<file path="src/rtl/stopwatch_lap.sv">
// Six-digit BCD stopwatch/timer with tick prescaler, preset load, lap hold and
// wrap-or-saturate at 99:59.99. Digit outputs are combinational from registers.
module stopwatch_lap #(
  parameter int unsigned TICK_DIV   = 1,
  parameter bit          WRAP       = 1'b1,
  parameter logic [3:0]  BLANK_CODE = 4'hF
) (
  input  logic        clk,
  input  logic        reset,
  input  logic        enable,
  input  logic        mode,
  input  logic        dir,
  input  logic        load,
  input  logic [23:0] preset,
  input  logic        lap,
  output logic [3:0]  timer10ms,
  output logic [3:0]  timer100ms,
  output logic [3:0]  timer1sec,
  output logic [3:0]  timer10sec,
  output logic [3:0]  timer1min,
  output logic [3:0]  timer10min,
  output logic        done,
  output logic        overflow,
  output logic        lap_active
);

  localparam int unsigned PW         = (TICK_DIV > 1) ? $clog2(TICK_DIV) : 1;
  localparam int unsigned NDIG       = 6;
  localparam logic [23:0] FULL_SCALE = 24'h995999;

  logic [PW-1:0] pre_q;
  logic [23:0]   count_q;
  logic [23:0]   lap_q;
  logic [23:0]   count_inc;
  logic [23:0]   count_dec;
  logic [23:0]   preset_clamped;
  logic [23:0]   disp;
  logic [3:0]    d;
  logic          carry;
  logic          borrow;
  logic          tick;
  logic          at_max;
  logic          at_zero;

  // The 10sec digit (index 3) rolls at 5; every other digit rolls at 9.
  function automatic logic [3:0] digit_max(input int unsigned i);
    return (i == 3) ? 4'd5 : 4'd9;
  endfunction

  assign tick    = enable && (pre_q == PW'(TICK_DIV - 1));
  assign at_max  = (count_q == FULL_SCALE);
  assign at_zero = (count_q == 24'h000000);

  // Ripple increment/decrement and per-digit preset clamp, index 0 = 10ms.
  always_comb begin
    count_inc      = count_q;
    count_dec      = count_q;
    preset_clamped = preset;
    carry          = 1'b1;
    borrow         = 1'b1;
    d              = 4'd0;
    for (int unsigned i = 0; i < NDIG; i++) begin
      d = count_q[4*i +: 4];
      if (carry) begin
        if (d >= digit_max(i)) begin
          count_inc[4*i +: 4] = 4'd0;
        end else begin
          count_inc[4*i +: 4] = d + 4'd1;
          carry               = 1'b0;
        end
      end
      if (borrow) begin
        if (d == 4'd0) begin
          count_dec[4*i +: 4] = digit_max(i);
        end else begin
          count_dec[4*i +: 4] = d - 4'd1;
          borrow              = 1'b0;
        end
      end
      if (preset[4*i +: 4] > digit_max(i)) begin
        preset_clamped[4*i +: 4] = digit_max(i);
      end
    end
  end

  // Prescaler, count and sticky flags; load takes priority over a tick.
  always_ff @(posedge clk or negedge reset) begin
    if (!reset) begin
      pre_q    <= '0;
      count_q  <= '0;
      done     <= 1'b0;
      overflow <= 1'b0;
    end else if (load) begin
      pre_q    <= '0;
      count_q  <= preset_clamped;
      done     <= 1'b0;
      overflow <= 1'b0;
    end else if (enable) begin
      if (tick) begin
        pre_q <= '0;
        if (!dir) begin
          if (!at_max) begin
            count_q <= count_inc;
          end else if (WRAP) begin
            count_q <= '0;
          end else begin
            overflow <= 1'b1;
          end
        end else begin
          if (at_zero) begin
            done <= 1'b1;
          end else begin
            count_q <= count_dec;
            if (count_dec == 24'h000000) done <= 1'b1;
          end
        end
      end else begin
        pre_q <= pre_q + PW'(1);
      end
    end
  end

  // Lap toggles the display hold; capture takes the pre-tick, pre-load count.
  always_ff @(posedge clk or negedge reset) begin
    if (!reset) begin
      lap_q      <= '0;
      lap_active <= 1'b0;
    end else if (lap) begin
      if (!lap_active) begin
        lap_q      <= count_q;
        lap_active <= 1'b1;
      end else begin
        lap_active <= 1'b0;
      end
    end
  end

  always_comb begin
    if (!mode) begin
      disp = {NDIG{BLANK_CODE}};
    end else if (lap_active) begin
      disp = lap_q;
    end else begin
      disp = count_q;
    end
  end

  assign timer10ms  = disp[3:0];
  assign timer100ms = disp[7:4];
  assign timer1sec  = disp[11:8];
  assign timer10sec = disp[15:12];
  assign timer1min  = disp[19:16];
  assign timer10min = disp[23:20];

endmodule
</file>
<file path="config.mk">
export PLATFORM = sky130hd
export DESIGN_NAME = stopwatch_lap
export DESIGN_NICKNAME = d
export VERILOG_FILES = /design/src/rtl/stopwatch_lap.sv
export SDC_FILE = /design/constraint.sdc
export NUM_CORES = 1
export LEC_CHECK = 0
export CORE_ASPECT_RATIO = 1.25
export CORE_MARGIN = 1
export CORE_UTILIZATION = 40
export DETAILED_ROUTE_END_ITERATION = 7
export DONT_BUFFER_PORTS = 1
export GPL_ROUTABILITY_DRIVEN = 0
export PLACE_DENSITY_LB_ADDON = 0.08
export SLEW_MARGIN = 5
export SYNTH_ARGS = -nofsm -noshare
export SYNTH_HDL_FRONTEND = slang
export SYNTH_SLANG_ARGS = --single-unit
</file>
<file path="constraint.sdc">
create_clock -name clk -period 6.7 [get_ports clk]
set_input_delay 1.34 -clock clk [delete_from_list [all_inputs] [get_ports clk]]
set_output_delay 1.34 -clock clk [all_outputs]
set_load 0.005 [all_outputs]
</file>
==> results.cfg <==
[global_route]
grt_use_total_pct = 22.8
antenna_found_initial = 1
grt_max_degree = 52
grt_pass1_wl_um = 18400
grt.overflow.total = 0
grt_pass1_vias = 3495

[layout]
final_cells = 586
syn_to_final_growth_pct = 5.04
regArea_um2 = 1280
num-nets-final = 508
multi_input_area_um2 = 2430
postLayoutCoreUtil_pct = 43.1
fillCellCount = 975
layout_commonest_cell = nand2_1
drive_gt1_share_pct = 7.19
layout_common_cells = 63 x nand2_1, 57 x o21ai_0, 51 x dfrtp_1, 26 x nor2_1, 22 x o211ai_1

[sta]
worst_pin_slew_ns = 1.12
fmax_ghz = 0.293
setup_ws_ns = 3.29
setup_tns_ns = 0
rsz0062_at_grt = no
slew-limit-headroom_pct = 24.4
fin_worst_skew_ns = 0.00367
finalCritPeriodShare_pct = 50.9
finalHoldViolations = 0
period_minus_slack_ns = 3.41
slew_violations = 0
setup_violations = 0

[flow_run]
drv_cap = 0

[cts]
post_cts_buffers = 0
insertion_delay_ns = 0.29
clockBufferDepth = 2
cts_resized = 0
cts_root_buf = clkbuf_16
clk_pin_slew_ns = 0.07
numClockSinks = 51
htree_levels = 2
cts_hold_buf = 0
cts_buffers = 5
cts_tree = done

[floorplanning]
core_um2 = 9560
io_pins = 58
rows = 40
die_h_um = 113
die_area_um2 = 10200
start_util_pct = 41.0
die_x_um = 90.6

[routing]
route.detailed.drc = 0
drt_wl_total_um = 11400
postRouteAntennaNets = 0
via_per_inst = 6.09
drt_iter0_markers = 372
vias = 3570
drt-wirelength-per-cell_um = 19.4
dr.pass1.iters = 6

[run_status]
status = complete, no violations

[critical_path]
reg2reg_to = count_q[14]
critPathMaxFanout = 14
criticalPathCategory = flop to flop
r2r_slack_ns = 3.29
r2r_cells = 8
crit_path_end_kind = flop
critical_path_arrival_ns = 3.62
cp-endpoint = count_q[14]
startpoint = count_q[4]
critPathLaunchType = flop
reg2reg_from = count_q[4]
worstPathRequired_ns = 6.91

[yosys]
synth-edff-count = 0
yosysWarnings = 0
synth_nets = 529
synth-seq-cells = 51
avgSynthCellArea_um2 = 8.19
synth_cell_types = 66
synthCells = 479
seq_area_frac_synth_pct = 32.5
synth_flop_cell = dfrtp_1
synth_area_um2 = 3920
async_reset_ff_share_pct = 100

[pwr]
power_density_nw_per_um2 = 319
vdd_drop_max_uv = 127
p_leak_nw = 1.64

[worst_hold_path]
hold_path_depth = 2
hold_path_class = flop to flop

[placed_design]
place_hpwl_um = 8340
pre_cts_ws_ns = 3.32
port_buffers = 0
placed_cells = 577
-- cell usage after synthesis (6+ instances only) --
cell      count  share of area [%]
nand2b_1      9                1.4
nor3_1       14                1.8
dfrtp_1      51                 33
nor2b_1      11                1.8
ha_1         19                6.1
o211ai_1     22                4.2
nor2_1       26                2.5
inv_1        20                1.9
nor4_1        9                1.4
nand3_1      10                1.3
a31oi_1       9                1.4
mux2i_1       8                2.0
clkbuf_1     22                2.1
o21ai_0      57                7.3
mux2_2        9                2.6
a21oi_1      16                2.0
o22ai_1       6               0.96
nand2_1      63                6.0
-- final cells by class --
class	instances	area share [%]
multi-input cells	377	59.0
flip-flops and latches	51	31.0
well taps	126	3.83
clock buffers	6	3.37
inverters	20	1.82
repair buffers	3	0.547
clock inverters	2	0.395
diodes	1	0.0608
-- how the worst min path moves through the flow --
stage / start / to
2_1_floorplan: lap_q[0] / lap_q[0]
3_3_place_gp: lap_q[0] / lap_q[0]
3_5_place_dp: lap_q[16] / lap_q[16]
4_1_cts: lap_q[16] / lap_q[16]
5_1_grt: lap_q[8] / lap_q[8]
6_report: lap_q[1] / lap_q[1]
-- through the flow --
stage | total power, mW | hold slack [ns] | instance area (um^2)
after floorplan | 0.921 | 0.450 | 3920
after global placement | 1.04 | 0.461 | 3960
after detailed placement | 1.05 | 0.471 | 3960
after CTS | 1.32 | 0.487 | 4120
after global routing | 1.42 | 0.504 | 4120
final | 1.32 | 0.481 | 4120
-- layer usage --
| metal | global-route usage, % | routed length, um |
|---|---|---|
| met1 | 30.5 | 5150 |
| met2 | 37.2 | 5350 |
| met3 | 4.23 | 689 |
| met4 | 7.42 | 168 |
| met5 | 0 | 0 |
-- flip-flops by register name, indices dropped and copies added (netlist names) --
signal,flops
count_q,24
done,1
lap_active,1
lap_q,24
pre_q,1
-- cells by family (layout without fill, tap and decap cells) --
family / after synthesis / count (layout) / share of synthesized area (%)
adders and majority gates: 19 / 19 / 6.06
muxes: 17 / 17 / 4.63
and+or+nand+nor: 175 / 175 / 23.1
AOI/OAI and AO/OA: 162 / 162 / 27.4
other: 1 / 2 / 0.0956
DFF: 51 / 51 / 32.5
xor gates and xnor gates: 3 / 3 / 0.670
buffers and inverters: 51 / 31 / 5.49
-- where the power goes --
group | switching [mW] | total (mW) | leakage (nW) | internal [mW]
registers | 0.107 | 0.513 | 0.647 | 0.407
clock network | 0.121 | 0.271 | 0.0731 | 0.150
logic | 0.325 | 0.531 | 0.920 | 0.206
-- worst max-delay path, stage by stage, from the launching register on --
cell     delay, ns
dfrtp_1       0.45
inv_1         0.22
ha_1          0.27
or3b_1        0.48
nor4_4        0.72
a41oi_1       0.48
o21ai_1       0.44
o21ai_0       0.16
o21ai_0       0.11
(Power assumes the default switching activity.)
